$ cat src/rtl/sap_pkg.sv
// sap_pkg: opcodes, control-word bit indices, flag indices and FSM states shared by the SAP-1 sequencer.
package sap_pkg;

    localparam logic [3:0] OP_NOP = 4'h0;
    localparam logic [3:0] OP_LDA = 4'h1;
    localparam logic [3:0] OP_ADD = 4'h2;
    localparam logic [3:0] OP_SUB = 4'h3;
    localparam logic [3:0] OP_STA = 4'h4;
    localparam logic [3:0] OP_LDI = 4'h5;
    localparam logic [3:0] OP_JMP = 4'h6;
    localparam logic [3:0] OP_JC  = 4'h7;
    localparam logic [3:0] OP_JZ  = 4'h8;
    localparam logic [3:0] OP_OUT = 4'he;
    localparam logic [3:0] OP_HLT = 4'hf;

    localparam int CW_W            = 16;
    localparam int CW_REG_A_IN     = 15;
    localparam int CW_REG_A_OUT    = 14;
    localparam int CW_REG_B_IN     = 13;
    localparam int CW_REG_B_OUT    = 12;
    localparam int CW_ALU_OUT      = 11;
    localparam int CW_ALU_SUB      = 10;
    localparam int CW_INSTR_IN     = 9;
    localparam int CW_INSTR_OUT    = 8;
    localparam int CW_MAR_IN       = 7;
    localparam int CW_RAM_IN       = 6;
    localparam int CW_RAM_OUT      = 5;
    localparam int CW_REG_OUT_IN   = 4;
    localparam int CW_PC_INC       = 3;
    localparam int CW_PC_OUT       = 2;
    localparam int CW_PC_JMP       = 1;
    localparam int CW_REG_FLAGS_IN = 0;

    localparam int FLAG_CARRY = 0;
    localparam int FLAG_ZERO  = 1;

    typedef enum logic [1:0] {
        ST_IDLE,
        ST_RUN,
        ST_HALTED
    } state_t;

    function automatic logic [CW_W-1:0] cw_bit(input int idx);
        return CW_W'(1) << idx;
    endfunction

endpackage

$ cat src/rtl/sap_microcode_rom.sv
// sap_microcode_rom: combinational {opcode, step, flags} -> control word, last-step and halt decode.
module sap_microcode_rom
    import sap_pkg::*;
(
    input  logic [3:0]      i_opcode,
    input  logic [3:0]      i_step,
    input  logic [1:0]      i_flags,
    output logic [CW_W-1:0] o_cw,
    output logic            o_last,
    output logic            o_halt
);

    logic [CW_W-1:0] w_jump;
    logic            w_has_exec;

    assign w_jump     = cw_bit(CW_INSTR_OUT) | cw_bit(CW_PC_JMP);
    assign w_has_exec = i_opcode inside {OP_LDA, OP_ADD, OP_SUB, OP_STA, OP_LDI,
                                         OP_JMP, OP_JC, OP_JZ, OP_OUT, OP_HLT};

    always_comb begin
        o_cw   = '0;
        o_last = 1'b1;
        o_halt = 1'b0;
        case (i_step)
            4'd0: begin
                o_cw   = cw_bit(CW_PC_OUT) | cw_bit(CW_MAR_IN);
                o_last = 1'b0;
            end
            4'd1: begin
                o_cw   = cw_bit(CW_RAM_OUT) | cw_bit(CW_INSTR_IN) | cw_bit(CW_PC_INC);
                o_last = !w_has_exec;
            end
            4'd2: begin
                case (i_opcode)
                    OP_LDA, OP_ADD, OP_SUB, OP_STA: begin
                        o_cw   = cw_bit(CW_INSTR_OUT) | cw_bit(CW_MAR_IN);
                        o_last = 1'b0;
                    end
                    OP_LDI:  o_cw = cw_bit(CW_INSTR_OUT) | cw_bit(CW_REG_A_IN);
                    OP_JMP:  o_cw = w_jump;
                    OP_JC:   o_cw = i_flags[FLAG_CARRY] ? w_jump : '0;
                    OP_JZ:   o_cw = i_flags[FLAG_ZERO] ? w_jump : '0;
                    OP_OUT:  o_cw = cw_bit(CW_REG_A_OUT) | cw_bit(CW_REG_OUT_IN);
                    OP_HLT:  o_halt = 1'b1;
                    default: ;
                endcase
            end
            4'd3: begin
                case (i_opcode)
                    OP_LDA:  o_cw = cw_bit(CW_RAM_OUT) | cw_bit(CW_REG_A_IN);
                    OP_STA:  o_cw = cw_bit(CW_REG_A_OUT) | cw_bit(CW_RAM_IN);
                    OP_ADD, OP_SUB: begin
                        o_cw   = cw_bit(CW_RAM_OUT) | cw_bit(CW_REG_B_IN);
                        o_last = 1'b0;
                    end
                    default: ;
                endcase
            end
            4'd4: begin
                if (i_opcode == OP_ADD || i_opcode == OP_SUB)
                    o_cw = cw_bit(CW_ALU_OUT) | cw_bit(CW_REG_A_IN) | cw_bit(CW_REG_FLAGS_IN)
                         | ((i_opcode == OP_SUB) ? cw_bit(CW_ALU_SUB) : '0);
            end
            default: ;
        endcase
    end

endmodule

$ cat src/rtl/sap_sequencer.sv
// sap_sequencer: SAP-1 microstep sequencer (IDLE/RUN/HALTED) driving datapath control lines.
// SAP_SINGLE_STEP_EN adds a step_en input that gates every RUN advance and the IDLE->RUN start.
module sap_sequencer
    import sap_pkg::*;
#(
    parameter int MAX_STEPS = 5,
    parameter int FLAG_W    = 4
) (
    input  logic              clk,
    input  logic              rst,
    input  logic              debug,
    input  logic              pr_mode,
`ifdef SAP_SINGLE_STEP_EN
    input  logic              step_en,
`endif
    input  logic [3:0]        opcode,
    input  logic [FLAG_W-1:0] flags,
    output logic              halt,
    output logic              reg_a_in,
    output logic              reg_a_out,
    output logic              reg_b_in,
    output logic              reg_b_out,
    output logic              alu_out,
    output logic              alu_sub,
    output logic              instr_in,
    output logic              instr_out,
    output logic              mar_in,
    output logic              ram_in,
    output logic              ram_out,
    output logic              reg_out_in,
    output logic              pc_inc,
    output logic              pc_out,
    output logic              pc_jmp,
    output logic              reg_flags_in,
    output logic [3:0]        step_out
);

    state_t          r_state, w_state_nx;
    logic [3:0]      r_step, w_step_nx;
    logic [CW_W-1:0] w_cw, w_ctl;
    logic            w_last, w_hlt, w_adv, w_unused;

`ifdef SAP_SINGLE_STEP_EN
    assign w_adv = step_en;
`else
    assign w_adv = 1'b1;
`endif

    // debug only steers an off-chip trace; upper flag bits carry no meaning here
    assign w_unused = ^{debug, flags[FLAG_W-1:2]};

    sap_microcode_rom u_rom (
        .i_opcode (opcode),
        .i_step   (r_step),
        .i_flags  (flags[FLAG_ZERO:FLAG_CARRY]),
        .o_cw     (w_cw),
        .o_last   (w_last),
        .o_halt   (w_hlt)
    );

    always_ff @(posedge clk or negedge rst) begin
        if (!rst) begin
            r_state <= ST_IDLE;
            r_step  <= '0;
        end else begin
            r_state <= w_state_nx;
            r_step  <= w_step_nx;
        end
    end

    always_comb begin
        w_state_nx = r_state;
        w_step_nx  = r_step;
        if (pr_mode) begin
            w_state_nx = ST_IDLE;
            w_step_nx  = '0;
        end else if (w_adv) begin
            case (r_state)
                ST_IDLE: begin
                    w_state_nx = ST_RUN;
                    w_step_nx  = '0;
                end
                ST_RUN: begin
                    w_state_nx = w_hlt ? ST_HALTED : ST_RUN;
                    w_step_nx  = (w_hlt || w_last || r_step == 4'(MAX_STEPS - 1)) ? '0 : r_step + 4'd1;
                end
                default: w_step_nx = '0;
            endcase
        end
    end

    assign w_ctl    = (r_state == ST_RUN) ? w_cw : '0;
    assign halt     = (r_state == ST_HALTED) || (r_state == ST_RUN && w_hlt);
    assign step_out = r_step;

    assign reg_a_in     = w_ctl[CW_REG_A_IN];
    assign reg_a_out    = w_ctl[CW_REG_A_OUT];
    assign reg_b_in     = w_ctl[CW_REG_B_IN];
    assign reg_b_out    = w_ctl[CW_REG_B_OUT];
    assign alu_out      = w_ctl[CW_ALU_OUT];
    assign alu_sub      = w_ctl[CW_ALU_SUB];
    assign instr_in     = w_ctl[CW_INSTR_IN];
    assign instr_out    = w_ctl[CW_INSTR_OUT];
    assign mar_in       = w_ctl[CW_MAR_IN];
    assign ram_in       = w_ctl[CW_RAM_IN];
    assign ram_out      = w_ctl[CW_RAM_OUT];
    assign reg_out_in   = w_ctl[CW_REG_OUT_IN];
    assign pc_inc       = w_ctl[CW_PC_INC];
    assign pc_out       = w_ctl[CW_PC_OUT];
    assign pc_jmp       = w_ctl[CW_PC_JMP];
    assign reg_flags_in = w_ctl[CW_REG_FLAGS_IN];

endmodule

$ cat config.mk
export PLATFORM = sky130hd
export DESIGN_NAME = sap_sequencer
export DESIGN_NICKNAME = d
export VERILOG_FILES = /design/src/rtl/sap_pkg.sv /design/src/rtl/sap_microcode_rom.sv /design/src/rtl/sap_sequencer.sv
export SDC_FILE = /design/constraint.sdc
export NUM_CORES = 1
export LEC_CHECK = 0
export BUFFER_PORTS_ARGS = -buffer_cell sky130_fd_sc_hd__buf_2
export CAP_MARGIN = 20
export CORE_MARGIN = 2
export CORE_UTILIZATION = 40
export DETAILED_ROUTE_END_ITERATION = 6
export PLACE_DENSITY = 0.74
export SYNTH_ARGS = -nofsm -noshare
export SYNTH_HDL_FRONTEND = slang
export SYNTH_SLANG_ARGS = --single-unit
$ cat constraint.sdc
create_clock -name clk -period 1.35 [get_ports clk]
set_input_delay 0.135 -clock clk [delete_from_list [all_inputs] [get_ports clk]]
set_output_delay 0.135 -clock clk [all_outputs]
set_load 0.005 [all_outputs]
==> run_results.csv <==
group,metric,value,unit
floorplan,start_util,43.8,%
layout,fillers,82,
global_route,grt_max_degree,12,
clock_network,cts_sinks,6,
place,place.gp.congestion,0.766,
global_route,grt_use_total,26.1,%
layout,nets,165,
synth,yosysSeqAreaShare,22.0,%
synth,avgSynthCellArea,7.85,um^2
setup_path,crit_family,"simple AND/OR/NAND/NOR gates",
sta,setup_violations,20,
place,hpwlAfterDp,1500,um
sta,hold_viol_final,0,
place,io_buffers,28,
floorplan,rows,14,
detailed_routing,wl_met3,189,um
min_path,min_path_cells,2,
synth,syn-instance-count,87,
setup_path,timing.rr.start,"step_out[2]",
layout,area_growth,97.3,%
sta,fmax,546,MHz
detailed_routing,drt_pass1_iterations,4,
sta,fin_ws,-0.482,ns
floorplan,coreArea,1560,um^2
detailed_routing,ant_nets,0,
setup_path,r2r_setup_slack,-0.33,ns
outcome,outcome,"finished with violations",
setup_path,max_stage_delay,0.54,ns
outcome,violations,"setup timing",
sta,tns,-6.99,ns
clock_network,htree_levels,1,
clock_network,cts.path.max_buffers,2,
layout,layout-drive-gt1-share,70.3,%
clock_network,cts.reportedPaths.clkPinSlew,0.05,ns
setup_path,startpoint_type,"flip-flop",
synth,ys.warnings.count,0,
place,place_area,1000,um^2
detailed_routing,met1Wirelength,1070,um
min_path,min_path_type,"in2reg",
clock_network,clk_latency,0.25,ns
detailed_routing,drc,0,
setup_path,worstPathMaxFanout,2,
power,p_per_area,435,nW/um^2
synth,syn_area,683,um^2
clock_network,cts_tree,"built",
detailed_routing,vias,905,
setup_path,cp.arrival,1.70,ns
floorplan,dieArea,2050,um^2
sta,fin_skew,0.000972,ns
sta,slew_viol_final,0,
layout,regArea,155,um^2
synth,synth_seq_cells,6,
layout,finish.utilization,86.4,%
global_route,antenna_found_initial,0,
floorplan,die_height,45.3,um
detailed_routing,drtIter0Drc,16,
layout,diodes,0,
floorplan,io-pin-count,33,
power,p_total,586,uW
clock_network,cts_root_buffer,"clkbuf_4",
min_path,hold-path-endpoint,"r_state[0]",
setup_path,crit_required,1.22,ns
detailed_routing,vias_per_cell,5.52,
setup_path,cp_cell_sequence,"or4b_4 -> a221oi_4 -> and2_4 -> buf_6",
global_route,gr-total-overflow,0,
job,drv_cap,0,
setup_path,r2r_end,"step_out[2]",
setup_path,slowest_stage,"or4b_4",
detailed_routing,dr_wl_met2,1550,um
setup_path,reg2reg_depth,6,
synth,ys_types,38,
sta,fin_crit_sh,136,%
layout,multi_input_area,636,um^2
power,power.leakage,0.000645,uW
setup_path,cp-end-kind,"output port",
clock_network,cts_made_buffers,3,
global_route,grt_pass1_vias,893,
layout,fin_area,1350,um^2
floorplan,die_x,45.3,um
setup_path,critical_path_class,"reg2out",
detailed_routing,routedWlPerCell,17.6,um
min_path,min_from,"pr_mode",
sta,post-route-min-period,1.83,ns
power,ir_worst_vdd,0.000493,V
global_route,grt_pass1_wl,3900,um
setup_path,cp_num_buf_inv,1,
detailed_routing,wirelength,2890,um
sta,rsz0062_at_grt,"yes",
detailed_routing,highest_layer,"met4",
-- layer usage --
| layer | track usage, % | up-vias |
|---|---|---|
| li1 | - | 425 |
| met1 | 28.7 | 421 |
| met2 | 50.3 | 48 |
| met3 | 2.80 | 11 |
| met4 | 10.0 | 0 |
| met5 | 0 | - |
-- report_power, final --
part | switching [uW] | internal [uW] | total, uW
logic | 105 | 95.7 | 201
registers | 7.77 | 185 | 193
clock network | 79.1 | 113 | 192
-- Yosys cell counts, drive strengths merged --
| library cell | instances | area share [%] |
|---|---|---|
| nor2 | 13 | 7.1 |
| buf | 6 | 6.4 |
| dfrtp | 6 | 22 |
| inv | 6 | 3.3 |
| a21oi | 4 | 2.9 |
| ha | 4 | 7.3 |
| nand2 | 4 | 2.6 |
| nand2b | 4 | 3.7 |
| nor3 | 4 | 3.7 |
| and2 | 3 | 2.9 |
| clkbuf | 3 | 1.8 |
| nor4 | 3 | 2.7 |
| a211oi | 2 | 2.2 |
| a31oi | 2 | 1.8 |
| nand3 | 2 | 1.5 |
| nand4 | 2 | 1.8 |
| nor2b | 2 | 1.8 |
| o21ai | 2 | 1.5 |
| or4b | 2 | 4.0 |
| a221oi | 1 | 3.8 |
| a41oi | 1 | 1.3 |
| and4 | 1 | 1.3 |
| conb | 1 | 0.55 |
| mux2 | 1 | 1.6 |
| nand4b | 1 | 1.3 |
| nor3b | 1 | 1.8 |
| o31a | 1 | 1.3 |
| o31ai | 1 | 1.1 |
| o32ai | 1 | 1.3 |
| o41ai | 1 | 1.3 |
| or3 | 1 | 0.92 |
| xnor2 | 1 | 1.3 |
-- flip-flops by register name, indices dropped and copies added (netlist names) --
name      count
r_state       2
step_out      4
-- repair_timing --
item | 4_1_cts | 5_1_grt
pin swaps | 10 | 6
hold buffers | 1 | 0
setup endpoints to repair | 20 | 20
setup buffers | 10 | 2
resized for setup | 41 | 8
hold endpoints to repair | 6 | 0
-- cells by family (layout without fill, tap and decap cells) --
kind of cell | after synthesis | after routing | synth area share (%)
AO/OA/AOI/OAI | 16 | 16 | 18.5
XOR/XNOR | 1 | 1 | 1.28
adder cells (fa/ha/maj) | 4 | 4 | 7.33
buffers and inverters | 15 | 75 | 11.5
flip-flops | 6 | 6 | 22.0
multiplexers | 1 | 1 | 1.65
other | 1 | 2 | 0.549
AND/OR/NAND/NOR | 43 | 43 | 37.2
-- worst max path at each step --
stage | startpoint | to | slack (ns) | depth (start not counted)
6_report | step_out[2] | reg_b_in | -0.48 | 4
5_1_grt | step_out[1] | alu_sub | -0.57 | 7
4_1_cts | step_out[2] | reg_b_in | -0.46 | 4
3_5_place_dp | step_out[2] | mar_in | -0.28 | 5
3_3_place_gp | step_out[2] | mar_in | -0.24 | 5
2_1_floorplan | step_out[2] | step_out[1] | -0.16 | 4
-- area by class of cell --
type | count | area share (%)
clock buffer | 4 | 1.95
multi-input combinational | 67 | 47.2
timing repair buffer | 65 | 35.8
tap | 16 | 1.49
inverter | 6 | 2.04
sequential | 6 | 11.5
-- worst reg2reg max path, delay by kind of cell (launching register included) --
| kind | cells | cell delay, ns |
|---|---|---|
| flip-flops | 1 | 0.41 |
| buffers and inverters | 2 | 0.30 |
| AND/OR/NAND/NOR | 3 | 0.67 |
| AO/OA/AOI/OAI | 1 | 0.22 |
-- per-stage QoR --
step           instances  setup WS [ns]  hold slack, ns
2_1_floorplan         88         -0.159          -0.161
3_3_place_gp         148         -0.239         -0.0405
3_5_place_dp         148         -0.278         -0.0369
4_1_cts              163         -0.463          0.0617
5_1_grt              164         -0.568          0.0784
6_report             164         -0.482          0.0956
-- cell usage in the layout (no fill, tap or decap), types with 2 or more instances in the layout --
master	count
inv_4	2
buf_4	30
ha_4	4
a21oi_1	3
inv_1	4
nor4_2	2
nor2_1	9
and2_4	2
buf_2	23
nand4_1	2
dfrtp_2	4
nor2_4	2
buf_6	10
dfrtp_1	2
nand2b_1	3
nor3_4	2
nor2b_1	2
conb_1	2
nand2_1	2
nor2_2	2
clkbuf_4	3
or4b_4	2
Note: power is estimated with default switching activity, not from simulation.
